--- src/rtl/pic_decode_seq_pkg.sv ---
// Shared encodings for the PIC16F decoder: ALU opcodes, PC/bit-unit ops, Q phases, control word.
// Latency: n/a (types and constants only); no backpressure.
package pic_decode_seq_pkg;

   typedef enum logic [3:0] {
      ALU_OP_ADD    = 4'd0,
      ALU_OP_SUB    = 4'd1,
      ALU_OP_AND    = 4'd2,
      ALU_OP_IOR    = 4'd3,
      ALU_OP_XOR    = 4'd4,
      ALU_OP_COM    = 4'd5,
      ALU_OP_DEC    = 4'd6,
      ALU_OP_INC    = 4'd7,
      ALU_OP_RLF    = 4'd8,
      ALU_OP_RRF    = 4'd9,
      ALU_OP_SWAP   = 4'd10,
      ALU_OP_PASSF  = 4'd11,
      ALU_OP_PASSW  = 4'd12,
      ALU_OP_PASSLF = 4'd13,
      ALU_OP_CLR    = 4'd14
   } alu_op_e;

   typedef enum logic [1:0] {PC_OP_INC = 2'd0, PC_OP_LOAD = 2'd1, PC_OP_POP = 2'd2} pc_op_e;
   typedef enum logic [1:0] {BIT_OP_NONE = 2'd0, BIT_OP_CLR = 2'd1, BIT_OP_SET = 2'd2, BIT_OP_TEST = 2'd3} bit_op_e;
   typedef enum logic [1:0] {Q1 = 2'd0, Q2 = 2'd1, Q3 = 2'd2, Q4 = 2'd3} q_phase_e;

   localparam logic [13:0] OPC_RETURN = 14'h0008;
   localparam logic [13:0] OPC_RETFIE = 14'h0009;
   localparam logic [13:0] OPC_SLEEP  = 14'h0063;
   localparam logic [13:0] OPC_CLRWDT = 14'h0064;

   // Unphased control word; the sequencer turns the flags into Q3/Q4 strobes.
   typedef struct packed {
      alu_op_e alu_op;
      logic    sel_lit;
      logic    status_en;
      logic    f_wr;
      logic    w_wr;
      bit_op_e bit_op;
      pc_op_e  pc_op;
      logic    push;
      logic    retfie;
      logic    illegal;
      logic    skip_z;
      logic    skip_bclr;
      logic    skip_bset;
      logic    redirect;
   } ctrl_t;

   localparam ctrl_t CTRL_NOP = '{
      alu_op: ALU_OP_PASSF, sel_lit: 1'b0, status_en: 1'b0, f_wr: 1'b0, w_wr: 1'b0,
      bit_op: BIT_OP_NONE, pc_op: PC_OP_INC, push: 1'b0, retfie: 1'b0, illegal: 1'b0,
      skip_z: 1'b0, skip_bclr: 1'b0, skip_bset: 1'b0, redirect: 1'b0
   };

endpackage

--- src/rtl/pic_decode_seq_if.sv ---
// Decoder <-> datapath bundle: fetched word and ALU flags in, phased control out.
// Latency: wires only; no backpressure.
interface pic_decode_seq_if #(
   parameter int F_ADDR_W = 7,
   parameter int PC_W     = 11
);
   logic [13:0]         instr_in;
   logic                alu_z_raw;
   logic                alu_bit_test_res;
   logic [1:0]          q_phase;
   logic [3:0]          alu_op;
   logic                alu_sel_lit;
   logic [7:0]          literal;
   logic                alu_status_wr_en;
   logic [F_ADDR_W-1:0] f_addr;
   logic                f_wr_en;
   logic                w_wr_en;
   logic [2:0]          bit_sel;
   logic [1:0]          bit_op;
   logic [1:0]          pc_op;
   logic                stack_push;
   logic [PC_W-1:0]     pc_lit;
   logic                retfie;
   logic                illegal;

   modport master (
      input  instr_in, alu_z_raw, alu_bit_test_res,
      output q_phase, alu_op, alu_sel_lit, literal, alu_status_wr_en, f_addr, f_wr_en,
             w_wr_en, bit_sel, bit_op, pc_op, stack_push, pc_lit, retfie, illegal
   );

   modport slave (
      output instr_in, alu_z_raw, alu_bit_test_res,
      input  q_phase, alu_op, alu_sel_lit, literal, alu_status_wr_en, f_addr, f_wr_en,
             w_wr_en, bit_sel, bit_op, pc_op, stack_push, pc_lit, retfie, illegal
   );
endinterface

--- src/rtl/pic_op_decoder.sv ---
// Pure combinational PIC16F opcode decode: 14-bit IR to unphased control word.
// Latency: 0 cycles; no backpressure.
module pic_op_decoder
   import pic_decode_seq_pkg::*;
(
   input  logic [13:0] ir,
   output ctrl_t       ctrl
);

   always_comb begin
      ctrl = CTRL_NOP;
      casez (ir)
         14'b00_0000_1???????: begin
            ctrl.alu_op = ALU_OP_PASSW;
            ctrl.f_wr   = 1'b1;
         end
         14'b00_0000_0??0_0000, OPC_SLEEP, OPC_CLRWDT: begin
         end
         OPC_RETURN: begin
            ctrl.pc_op    = PC_OP_POP;
            ctrl.redirect = 1'b1;
         end
         OPC_RETFIE: begin
            ctrl.pc_op    = PC_OP_POP;
            ctrl.retfie   = 1'b1;
            ctrl.redirect = 1'b1;
         end
         14'b00_0000_0???????: ctrl.illegal = 1'b1;
         14'b00_0001_????????: begin
            ctrl.alu_op    = ALU_OP_CLR;
            ctrl.f_wr      = ir[7];
            ctrl.w_wr      = ~ir[7];
            ctrl.status_en = 1'b1;
         end
         14'b00_????_????????: begin
            // *WF byte ops: d selects f or W as destination
            ctrl.f_wr      = ir[7];
            ctrl.w_wr      = ~ir[7];
            ctrl.status_en = 1'b1;
            case (ir[11:8])
               4'b0010: ctrl.alu_op = ALU_OP_SUB;
               4'b0011: ctrl.alu_op = ALU_OP_DEC;
               4'b0100: ctrl.alu_op = ALU_OP_IOR;
               4'b0101: ctrl.alu_op = ALU_OP_AND;
               4'b0110: ctrl.alu_op = ALU_OP_XOR;
               4'b0111: ctrl.alu_op = ALU_OP_ADD;
               4'b1001: ctrl.alu_op = ALU_OP_COM;
               4'b1010: ctrl.alu_op = ALU_OP_INC;
               4'b1011: begin
                  ctrl.alu_op    = ALU_OP_DEC;
                  ctrl.status_en = 1'b0;
                  ctrl.skip_z    = 1'b1;
               end
               4'b1100: ctrl.alu_op = ALU_OP_RRF;
               4'b1101: ctrl.alu_op = ALU_OP_RLF;
               4'b1110: begin
                  ctrl.alu_op    = ALU_OP_SWAP;
                  ctrl.status_en = 1'b0;
               end
               4'b1111: begin
                  ctrl.alu_op    = ALU_OP_INC;
                  ctrl.status_en = 1'b0;
                  ctrl.skip_z    = 1'b1;
               end
               default: ctrl.alu_op = ALU_OP_PASSF;
            endcase
         end
         14'b01_????_????????: begin
            case (ir[11:10])
               2'b00: begin ctrl.bit_op = BIT_OP_CLR; ctrl.f_wr = 1'b1; end
               2'b01: begin ctrl.bit_op = BIT_OP_SET; ctrl.f_wr = 1'b1; end
               2'b10: begin ctrl.bit_op = BIT_OP_TEST; ctrl.skip_bclr = 1'b1; end
               default: begin ctrl.bit_op = BIT_OP_TEST; ctrl.skip_bset = 1'b1; end
            endcase
         end
         14'b10_0???_????????: begin
            ctrl.pc_op    = PC_OP_LOAD;
            ctrl.push     = 1'b1;
            ctrl.redirect = 1'b1;
         end
         14'b10_1???_????????: begin
            ctrl.pc_op    = PC_OP_LOAD;
            ctrl.redirect = 1'b1;
         end
         default: begin
            ctrl.sel_lit   = 1'b1;
            ctrl.w_wr      = 1'b1;
            ctrl.status_en = 1'b1;
            casez (ir[11:8])
               4'b00??: begin ctrl.alu_op = ALU_OP_PASSLF; ctrl.status_en = 1'b0; end
               4'b01??: begin
                  ctrl.alu_op    = ALU_OP_PASSLF;
                  ctrl.status_en = 1'b0;
                  ctrl.pc_op     = PC_OP_POP;
                  ctrl.redirect  = 1'b1;
               end
               4'b1000: ctrl.alu_op = ALU_OP_IOR;
               4'b1001: ctrl.alu_op = ALU_OP_AND;
               4'b1010: ctrl.alu_op = ALU_OP_XOR;
               4'b110?: ctrl.alu_op = ALU_OP_SUB;
               4'b111?: ctrl.alu_op = ALU_OP_ADD;
               default: begin
                  ctrl         = CTRL_NOP;
                  ctrl.illegal = 1'b1;
               end
            endcase
         end
      endcase
   end

endmodule

--- src/rtl/pic_decode_seq.sv ---
// PIC16F Q-cycle sequencer: Q1-Q4 counter, IR fetch at Q4, flush of prefetched slot, phased strobes.
// Latency: word fetched in one 4-clock cycle executes in the next; no backpressure (free-running).
module pic_decode_seq
   import pic_decode_seq_pkg::*;
#(
   parameter int F_ADDR_W = 7,
   parameter int PC_W     = 11
) (
   input  logic             clk,
   input  logic             rst_n,
   pic_decode_seq_if.master bus
);

   q_phase_e    q, q_nxt;
   logic [13:0] ir;
   logic        flush;
   ctrl_t       dec, c;
   logic        skip_taken;
   logic        at_q3, at_q4;

   pic_op_decoder u_dec (.ir(ir), .ctrl(dec));

   always_ff @(posedge clk or negedge rst_n) begin
      if (!rst_n) q <= Q1;
      else        q <= q_nxt;
   end

   always_comb begin
      q_nxt = q;
      case (q)
         Q1: q_nxt = Q2;
         Q2: q_nxt = Q3;
         Q3: q_nxt = Q4;
         Q4: q_nxt = Q1;
         default: q_nxt = Q1;
      endcase
   end

   // A flushed slot decodes as NOP, so a skip sitting in it can never fire.
   always_comb begin
      c = flush ? CTRL_NOP : dec;
   end

   assign skip_taken = (c.skip_z & bus.alu_z_raw) |
                       (c.skip_bclr & ~bus.alu_bit_test_res) |
                       (c.skip_bset & bus.alu_bit_test_res);
   assign at_q3 = (q == Q3);
   assign at_q4 = (q == Q4);

   always_ff @(posedge clk or negedge rst_n) begin
      if (!rst_n) begin
         ir    <= 14'h0000;
         flush <= 1'b1;
      end else if (at_q4) begin
         ir    <= bus.instr_in;
         flush <= c.redirect | skip_taken;
      end
   end

   assign bus.q_phase          = q;
   assign bus.alu_op           = c.alu_op;
   assign bus.alu_sel_lit      = c.sel_lit;
   assign bus.literal          = ir[7:0];
   assign bus.alu_status_wr_en = c.status_en & at_q3;
   assign bus.f_addr           = ir[F_ADDR_W-1:0];
   assign bus.f_wr_en          = c.f_wr & at_q4;
   assign bus.w_wr_en          = c.w_wr & at_q4;
   assign bus.bit_sel          = ir[9:7];
   assign bus.bit_op           = c.bit_op;
   assign bus.pc_op            = c.pc_op;
   assign bus.stack_push       = c.push & at_q4;
   assign bus.pc_lit           = ir[PC_W-1:0];
   assign bus.retfie           = c.retfie & at_q4;
   assign bus.illegal          = c.illegal & at_q4;

endmodule

--- src/flat_wrapper.sv ---
// flat-port wrapper written by rule: the top's interface ports become plain ports
module pic_decode_seq_flat import pic_decode_seq_pkg::*;
#(
   parameter int F_ADDR_W = 7,
   parameter int PC_W     = 11
)
  (clk, rst_n, bus_instr_in, bus_alu_z_raw, bus_alu_bit_test_res, bus_q_phase, bus_alu_op, bus_alu_sel_lit, bus_literal, bus_alu_status_wr_en, bus_f_addr, bus_f_wr_en, bus_w_wr_en, bus_bit_sel, bus_bit_op, bus_pc_op, bus_stack_push, bus_pc_lit, bus_retfie, bus_illegal);
  pic_decode_seq_if #(.F_ADDR_W(F_ADDR_W), .PC_W(PC_W)) bus_i ();
  input  logic clk;
  input  logic rst_n;
  input wire logic [$bits(bus_i.instr_in)-1:0] bus_instr_in;
  input wire logic [$bits(bus_i.alu_z_raw)-1:0] bus_alu_z_raw;
  input wire logic [$bits(bus_i.alu_bit_test_res)-1:0] bus_alu_bit_test_res;
  output wire logic [$bits(bus_i.q_phase)-1:0] bus_q_phase;
  output wire logic [$bits(bus_i.alu_op)-1:0] bus_alu_op;
  output wire logic [$bits(bus_i.alu_sel_lit)-1:0] bus_alu_sel_lit;
  output wire logic [$bits(bus_i.literal)-1:0] bus_literal;
  output wire logic [$bits(bus_i.alu_status_wr_en)-1:0] bus_alu_status_wr_en;
  output wire logic [$bits(bus_i.f_addr)-1:0] bus_f_addr;
  output wire logic [$bits(bus_i.f_wr_en)-1:0] bus_f_wr_en;
  output wire logic [$bits(bus_i.w_wr_en)-1:0] bus_w_wr_en;
  output wire logic [$bits(bus_i.bit_sel)-1:0] bus_bit_sel;
  output wire logic [$bits(bus_i.bit_op)-1:0] bus_bit_op;
  output wire logic [$bits(bus_i.pc_op)-1:0] bus_pc_op;
  output wire logic [$bits(bus_i.stack_push)-1:0] bus_stack_push;
  output wire logic [$bits(bus_i.pc_lit)-1:0] bus_pc_lit;
  output wire logic [$bits(bus_i.retfie)-1:0] bus_retfie;
  output wire logic [$bits(bus_i.illegal)-1:0] bus_illegal;
  assign bus_i.instr_in = bus_instr_in;
  assign bus_i.alu_z_raw = bus_alu_z_raw;
  assign bus_i.alu_bit_test_res = bus_alu_bit_test_res;
  assign bus_q_phase = bus_i.q_phase;
  assign bus_alu_op = bus_i.alu_op;
  assign bus_alu_sel_lit = bus_i.alu_sel_lit;
  assign bus_literal = bus_i.literal;
  assign bus_alu_status_wr_en = bus_i.alu_status_wr_en;
  assign bus_f_addr = bus_i.f_addr;
  assign bus_f_wr_en = bus_i.f_wr_en;
  assign bus_w_wr_en = bus_i.w_wr_en;
  assign bus_bit_sel = bus_i.bit_sel;
  assign bus_bit_op = bus_i.bit_op;
  assign bus_pc_op = bus_i.pc_op;
  assign bus_stack_push = bus_i.stack_push;
  assign bus_pc_lit = bus_i.pc_lit;
  assign bus_retfie = bus_i.retfie;
  assign bus_illegal = bus_i.illegal;
  pic_decode_seq #(.F_ADDR_W(F_ADDR_W), .PC_W(PC_W)) u_core (.clk(clk), .rst_n(rst_n), .bus(bus_i));
endmodule
--- config.mk ---
export PLATFORM = sky130hd
export DESIGN_NAME = pic_decode_seq_flat
export DESIGN_NICKNAME = d
export VERILOG_FILES = /design/src/rtl/pic_decode_seq_pkg.sv /design/src/rtl/pic_decode_seq_if.sv /design/src/rtl/pic_op_decoder.sv /design/src/rtl/pic_decode_seq.sv /design/src/flat_wrapper.sv
export SDC_FILE = /design/constraint.sdc
export NUM_CORES = 1
export LEC_CHECK = 0
export CORE_MARGIN = 1.5
export CORE_UTILIZATION = 43
export CTS_CLUSTER_DIAMETER = 200
export DETAILED_ROUTE_END_ITERATION = 10
export HOLD_SLACK_MARGIN = 0.06
export PLACE_DENSITY = 0.86
export SLEW_MARGIN = 10
export SYNTH_ARGS = -nofsm -noshare
export SYNTH_HDL_FRONTEND = slang
export SYNTH_SLANG_ARGS = --single-unit
--- constraint.sdc ---
create_clock -name clk -period 1.7 [get_ports clk]
set_input_delay 0.17 -clock clk [delete_from_list [all_inputs] [get_ports clk]]
set_output_delay 0.17 -clock clk [all_outputs]
set_load 0.02 [all_outputs]
Yosys cells after proc, flatten, opt, wreduce, memory -nomap -nowiden
Index checks and enable logic that the tools add are counted.
W data, S select, Z words.
Storage, ports and cells
  register bits: 17
  output and inout port bits: 46
  logic and storage cells: 125
Operators by class
  eq/ne operators: 30
  muxes and demuxes: 53
  bitwise gates (word level): 14
  reductions and logical operators: 25
Operator list (number)
  $pmux W4 S11: 1
  $eq A4 B4 Y1 const B: 8
  $eq A14 B4 Y1 const B: 2
  $eq A14 B7 Y1 const B: 2
  $pmux W1 S2: 12
  $pmux W4 S2: 3
  $pmux W4 S6: 1
  $mux W1: 20
  $pmux W2 S2: 5
  $mux W19: 1
  $eq A4 B3 Y1 const B: 4
  $reduce_or A2 Y1: 8
  $reduce_or A3 Y1: 5
  $reduce_or A5 Y1: 3
  $eq A3 B3 Y1 const B: 4
  $logic_not A12 Y1: 1
  $mux W2: 6
  $and A1 B1 Y1: 9
  $eq A4 B2 Y1 const B: 2
  $pmux W2 S4: 1
  $reduce_or A4 Y1: 2
  $eq A7 B1 Y1 const B: 1
  $logic_not A7 Y1: 1
  $reduce_or A7 Y1: 1
  other kinds (10): 19

Logic depth before layout (Yosys ltp)
Gate-level depths: netlist (run 1).
  depth after elaboration: 11
  depth in mapped cells: 6
  gate-level depth less buffers: 4

Cells and area by module
From an unflattened synthesis (run 1), not the netlist that was laid out.
Second synthesis, totals
  cell total of the unflattened synthesis: 195
  area, all modules: 1702.9 um2
Modules (own cells, without submodules)
  pic_decode_seq: instances 1, cells an instance 90, area an instance 1059.8 um2, sequential area each 426.7 um2
  pic_op_decoder: instances 1, cells an instance 105, area an instance 643.1 um2, sequential area each 0.0 um2

Worst setup path before layout (run 1)
Ideal clock, no wire load.
  path kind: reg2out
  start point: register u_core.q[1] (netlist: u_core.bus.q_phase[1])
  end point: output bus_f_wr_en
  arrival: 2286 ps
  slack: -756 ps
  cell stages (with the launch flop): 5
  cells stage by stage: dfrtp_1 > ha_1 > clkbuf_1 > nand2_1 > a2111oi_0
On the way
  longest elaborated chain between the ends: 2
RTL lines
  start, declared: RTL line pic_decode_seq.sv:14  | q_phase_e q, q_nxt;
  start signal, assigned: RTL line pic_decode_seq.sv:25  | else q <= q_nxt;
  $eq A2 B2 Y1: RTL line pic_decode_seq.sv:48  | assign at_q4 = (q == Q4);
  $and A1 B1 Y1: RTL line pic_decode_seq.sv:66  | assign bus.f_wr_en = c.f_wr & at_q4;
  end, declared: RTL line flat_wrapper.sv:20  | output wire logic [$bits(bus_i.f_wr_en)-1:0] bus_f_wr_en;
No other way between the ends.

Final worst setup path (run 1)
  start point: register u_core.ir[5]
  end point: output bus_alu_op[0]
On the way
  longest elaborated chain between the ends: 4
  elaborated cells on any way between the ends: 7
  those cells by class: eq/ne: 4; mux: 2; reduce/logical: 1
RTL lines
  start, declared: RTL line pic_decode_seq.sv:15  | logic [13:0] ir;
  start signal, assigned: RTL line pic_decode_seq.sv:55  | ir <= bus.instr_in;
  $eq A14 B4 Y1 or $eq A14 B7 Y1 (tied branches): RTL line pic_op_decoder.sv:12  | casez (ir)
  $reduce_or A5 Y1 (no source line) (*)
  $pmux W4 S2 (*): RTL line pic_op_decoder.sv:12
  $mux W19 (*): RTL line pic_decode_seq.sv:41  | c = flush ? CTRL_NOP : dec;
  end, declared: RTL line flat_wrapper.sv:15  | output wire logic [$bits(bus_i.alu_op)-1:0] bus_alu_op;
Mark *: on every way between the ends. The rest lies on a longest branch, timed or not.

==> reports/results.ini, run 1 <==
[routing]
drc=0
num_vias=1889
detail_route.wl_per_cell_um=21.1
viasPerCell=5.78
drt_iter0_markers=266
postRouteAntennaNets=0
drtPass1Iterations=5
postRouteWirelength_um=6890

[critical_path]
worstPathCellList=or4b_4 -> nor3_4 -> a21o_1 -> buf_4 -> a221o_1 -> buf_6
path_buf_inv=2
worstPathRequired_ns=1.53
critPathCaptureType=output pin
slowest_delay_ns=0.55
critPathKind=register to output pin
cp-start-kind=register
path_max_fanout=4
crit_family=simple AND/OR/NAND/NOR gates
critPathSlowestCell=or4b_4
arrival_ns=2.13

[clocking]
cts-htree-levels=1
cts_buffers=3
clock_latency_ns=0.30
cts.sinks=17
cts_tree=done
clock-root-buffer=clkbuf_4
clk_pin_slew_worst_paths_ns=0.11
cts_buffer_depth=2

[place]
io_buffer_count=63
dp_cells=293
dp_hpwl_um=3490
gp_congestion=0.876

[finish]
multiInputGateArea_um2=1020
finalNetCount=303
register_area_um2=427
syn2layout_area_growth_pct=91.1
antenna_cells=0
instances_no_fill=327
drive_above_1_share=0.534
fin_util=0.860
fill_cells=188

[power]
p_leak_nw=1.31
peakVddDrop_v=0.000571
total_power_mw=1.28
p_per_area_nw_per_um2=444

[yosys]
yosys_warnings=0
yosysTopAreaCell=dfrtp_1
synth_edf_count=0
ys.flop_type=dfrtp_1
synth_cells=175
ys_ff_latch=17
syn_area_um2=1510
synth_cell_type_count=51
synth_seq_area_share=0.282
yosysTopAreaCellShare=0.265
async_reset_ff_frac=1.00
synth.area.top_cells=dfrtp_1 26%, buf_4 15%, mux2_2 8.2%, a21oi_1 3.0%, o21ai_0 3.0%
avgSynthCellArea_um2=8.64
synth_nets=196

[grt]
grt_pass1_wl_um=9160
grt_remaining_overflow=0
grt_usage=0.292
grt_antenna_before_repair=0
grt_start_max_net_pins=19
grt_pass1_vias=1823

[flow_run]
drv_cap=0

[timing]
timing.fmax_mhz=435
skew_ns=0.0141
slew_headroom=0.790
worstMarginPinSlew_ns=0.306
timing.final.crit_share=1.35
layout_min_cycle_time_ns=2.30
setup_viol=17
maxSlewViolCount=0
rsz0062_at_grt=yes
finalHoldViolations=0
setup_slack_ns=-0.600

[floorplanning]
start_util=0.450
ioPinCount=64
fp-row-count=21
die_h_um=62.3
core_area_um2=3360
die-area_um2=3880
die_w_um=62.3

[run_status]
outcome=finished with violations
violations=negative setup slack

[hold_path]
worstHoldPathType=input pin to asynchronous set/reset pin

-- Yosys cell counts, types with 2 or more instances --
cell and n:
a2111oi_0 3, a211o_1 2, a211oi_1 4, a21oi_1 9, a221oi_1 2, a2bb2oi_1 2, and2_1 2, buf_2 6
buf_4 30, clkbuf_1 4, dfrtp_1 16, ha_1 3, inv_1 6, mux2_2 11, nand2_1 10, nand2b_1 6
nand3_1 3, nor2_1 6, nor3_1 6, nor3_2 2, o21ai_0 9, o32ai_1 2, or2_2 3
-- state kept, by name, indices dropped and copies added, names as in the netlist --
register / flops
u_core.flush: 1
u_core.bus.q_phase: 2
u_core.ir: 14
-- worst paths after layout --
kind / startpoint / slack (ns) / depth (start not counted) / to
max: u_core.ir[5]$_DFFE_PN0P_ / -0.60 / 6 / bus_alu_op[0]
min: rst_n / 0.18 / 2 / u_core.ir[7]$_DFFE_PN0P_
max reg2reg: u_core.ir[10]$_DFFE_PN0P_ / -0.14 / 7 / u_core.flush$_DFFE_PN1P_
min reg2reg: u_core.ir[1]$_DFFE_PN0P_ / 0.61 / 1 / u_core.ir[1]$_DFFE_PN0P_
max in group asynchronous: rst_n / 1.27 / 2 / u_core.flush$_DFFE_PN1P_
min in group clk: bus_instr_in[10] / 0.45 / 3 / u_core.ir[10]$_DFFE_PN0P_
-- per-stage QoR --
stage / area (um^2) / hold WS [ns] / setup TNS, ns / setup WS (ns)
2_1_floorplan: 1560 / -0.126 / -1.29 / -0.192
3_3_place_gp: 2340 / 0.514 / -6.16 / -0.537
3_5_place_dp: 2340 / 0.525 / -6.77 / -0.627
4_1_cts: 2730 / 0.206 / -5.16 / -0.478
5_1_grt: 2890 / 0.193 / -7.02 / -0.657
6_report: 2890 / 0.183 / -5.93 / -0.600
-- metal layers --
layer | wire length [um] | global-route usage | vias up
met5 | 0 | 0 | -
li1 | - | - | 814
met1 | 2710 | 0.362 | 916
met3 | 509 | 0.0435 | 36
met2 | 3380 | 0.522 | 123
met4 | 287 | 0.0917 | 0
-- worst register-to-register path, cell delays in order (launching register included) --
cell and delay, ns:
dfrtp_1 0.42, or4_4 0.54, nor3_4 0.22, buf_6 0.16, buf_6 0.11, buf_6 0.09, a211oi_2 0.06, o21ai_1 0.18
-- layout make-up --
type / instances / share of cell area
inverters: 6 / 0.0104
multi-input cells: 111 / 0.354
flip-flops and latches: 17 / 0.148
repair buffers: 143 / 0.459
clock buffers: 4 / 0.00909
well taps: 46 / 0.0199
-- cells by family after synthesis --
logic type | count (synthesis) | synth area share
xor+xnor | 1 | 0.00579
fa+ha+maj | 3 | 0.0248
buf+inv | 47 | 0.197
mux | 12 | 0.0885
flops | 17 | 0.282
compound gates | 45 | 0.207
simple gates | 50 | 0.195
-- power by group --
group	total [mW]	switching [mW]	internal [mW]
combinational	0.610	0.303	0.307
sequential	0.448	0.0217	0.426
clock	0.224	0.133	0.0913
total	1.28	0.458	0.825
-- layout by cell type (no fill, tap or decap), types with 3 or more instances in the layout --
cell type        netlist  routed
a21oi_1                9       6
clkbuf_4               0       3
buf_4                 30      66
buf_6                  0      22
dfrtp_1               16      16
inv_1                  6       4
clkdlybuf4s50_1        0      39
buf_2                  6       4
nor2_1                 6       5
nand2b_1               6       6
mux2_2                11      11
o21ai_0                9       7
nand2_1               10       8
ha_1                   3       3
a211oi_2               0       3
nor3_4                 1       5
dlymetal6s2s_1         0       7
-- timing repair --
action                                  CTS  global route
hold buffers                              0             0
endpoints found under the setup margin   19            24
pin swaps                                11            16
setup buffers                            27             4
cloned                                    2             0
gates resized for setup                 123            39
Power figures use the tool's default switching activity.
==> run 2: changes to the inputs <==
RECOVER_POWER = 100   (was default)
==> reports/results.ini, run 2 (synthesis results as in run 1) <==
[critical_path]
path_max_fanout=4
critPathKind=register to output pin
reg2reg_to=u_core.flush$_DFFE_PN1P_
arrival_ns=2.14
rr_worst_depth=7
reg2reg_from=u_core.ir[10]$_DFFE_PN0P_
slowest_delay_ns=0.55
worstPathRequired_ns=1.53
worstPathCellList=or4b_4 -> nor3_4 -> a21o_1 -> buf_4 -> a221o_1 -> buf_6
critPathSlowestCell=or4b_4
r2r_slack_ns=-0.14
critPathCaptureType=output pin
cp-start-kind=register

[power]
p_per_area_nw_per_um2=451
peakVddDrop_v=0.000594
total_power_mw=1.27
p_leak_nw=1.21

[finish]
final_cell_mix=60 x buf_4, 37 x clkdlybuf4s50_1, 22 x buf_6
largest_reg_flops=14
finalNetCount=303
regMostFlops=u_core.ir
antenna_cells=0
syn2layout_area_growth_pct=86.0
final_common_cell=buf_4
drive_above_1_share=0.523

[clocking]
cts.sinks=17
cts_tree=done
clk_pin_slew_worst_paths_ns=0.11
cts_hold_repair.buffers=0
cts-htree-levels=1
cts_buffer_depth=2
clock_latency_ns=0.30
clock-root-buffer=clkbuf_4
cts_buffers=3

[routing]
drt_iter0_markers=211
postRouteAntennaNets=0
drc=0
drtPass1Iterations=4
postRouteWirelength_um=6890
detail_route.wl_per_cell_um=21.1
viasPerCell=5.77
num_vias=1888

[floorplanning]
fp-row-count=21
core_area_um2=3360
die_w_um=62.3
start_util=0.450
die_h_um=62.3
die-area_um2=3880
ioPinCount=64

[timing]
maxSlewViolCount=0
finalHoldViolations=0
worstMarginPinSlew_ns=0.899
timing.final.crit_share=1.36
timing.fmax_mhz=433
layout_min_cycle_time_ns=2.31
setup_viol=17
rsz0062_at_grt=yes
slew_headroom=0.400
skew_ns=0.0114
setup_slack_ns=-0.611
whs_ns=0.452

[grt]
grt_antenna_before_repair=0
grt_remaining_overflow=0
grt_pass1_wl_um=9160
grt_usage=0.292
grt_pass1_vias=1823
grt_start_max_net_pins=19

[run_status]
outcome=finished with violations
violations=negative setup slack

[hold_path]
min_from=bus_instr_in[10]
whs_path_depth=3
worstHoldPathType=input pin to register
hold_end=u_core.ir[10]$_DFFE_PN0P_

[place]
gp_congestion=0.876
io_buffer_count=63
dp_hpwl_um=3490

[flow_run]
drv_cap=0

==> run 2: cell types whose count changed in the layout (fill, tap and decap cells not counted) <==
cell,before,now
clkbuf_1,1,11
dlymetal6s2s_1,7,0
buf_4,66,60
clkbuf_2,1,4
clkdlybuf4s50_1,39,37
dlygate4sd3_1,0,2
buf_2,4,3
clkbuf_4,3,4
==> run 2: timing repair <==
| item | in CTS | in global routing |
|---|---|---|
| pin swaps | 11 | 16 |
| setup endpoints to repair | 19 | 24 |
| gates resized for setup | 123 | 39 |
| buffers inserted | 27 | 4 |
| cloned | 2 | 0 |
==> run 2: metrics by stage <==
stage          TNS, ns   util  worst slack (ns)  cells  cell area [um^2]
2_1_floorplan    -1.29      -            -0.192    175              1560
3_3_place_gp     -6.16  0.696            -0.537    293              2340
3_5_place_dp     -6.77  0.696            -0.627    293              2340
4_1_cts          -5.16  0.813            -0.478    326              2730
5_1_grt          -7.23  0.837            -0.657    327              2810
6_report         -6.04  0.837            -0.611    327              2810
==> run 2: worst max-delay path by stage <==
stage / startpoint / end / slack (ns)
6_report: u_core.ir[5]$_DFFE_PN0P_ / bus_alu_op[0] / -0.61
5_1_grt: u_core.ir[9]$_DFFE_PN0P_ / bus_alu_op[2] / -0.66
4_1_cts: u_core.ir[5]$_DFFE_PN0P_ / bus_f_wr_en / -0.48
3_3_place_gp: u_core.ir[5]$_DFFE_PN0P_ / bus_alu_op[0] / -0.54
3_5_place_dp: u_core.ir[6]$_DFFE_PN0P_ / bus_stack_push / -0.63
2_1_floorplan: u_core.ir[10]$_DFFE_PN0P_ / bus_retfie / -0.19
==> run 2: area by class of cell <==
class,count,area (um^2)
clock buffer,4,26.3
fill,211,549
inverter,6,30.0
multi-input combinational,111,1020
sequential,17,427
tap,46,57.6
timing repair buffer,143,1250
==> run 2: where the power goes <==
part	total (mW)	switching, mW	leakage, nW	internal (mW)
combinational	0.598	0.304	1.00	0.294
clock	0.222	0.131	0.0150	0.0913
sequential	0.448	0.0216	0.197	0.426
==> run 2: per-layer routing <==
| metal | track usage | share of wire |
|---|---|---|
| met5 | 0 | 0 |
| met4 | 0.0917 | 0.033 |
| met3 | 0.0435 | 0.061 |
| met2 | 0.522 | 0.50 |
| met1 | 0.362 | 0.41 |
==> run 2: worst max-delay path: cells and delay by family, from the launching register on <==
kind,cells,cell delay [ns]
compound gates,2,0.38
simple gates,2,0.76
flops,1,0.43
buf+inv,2,0.29
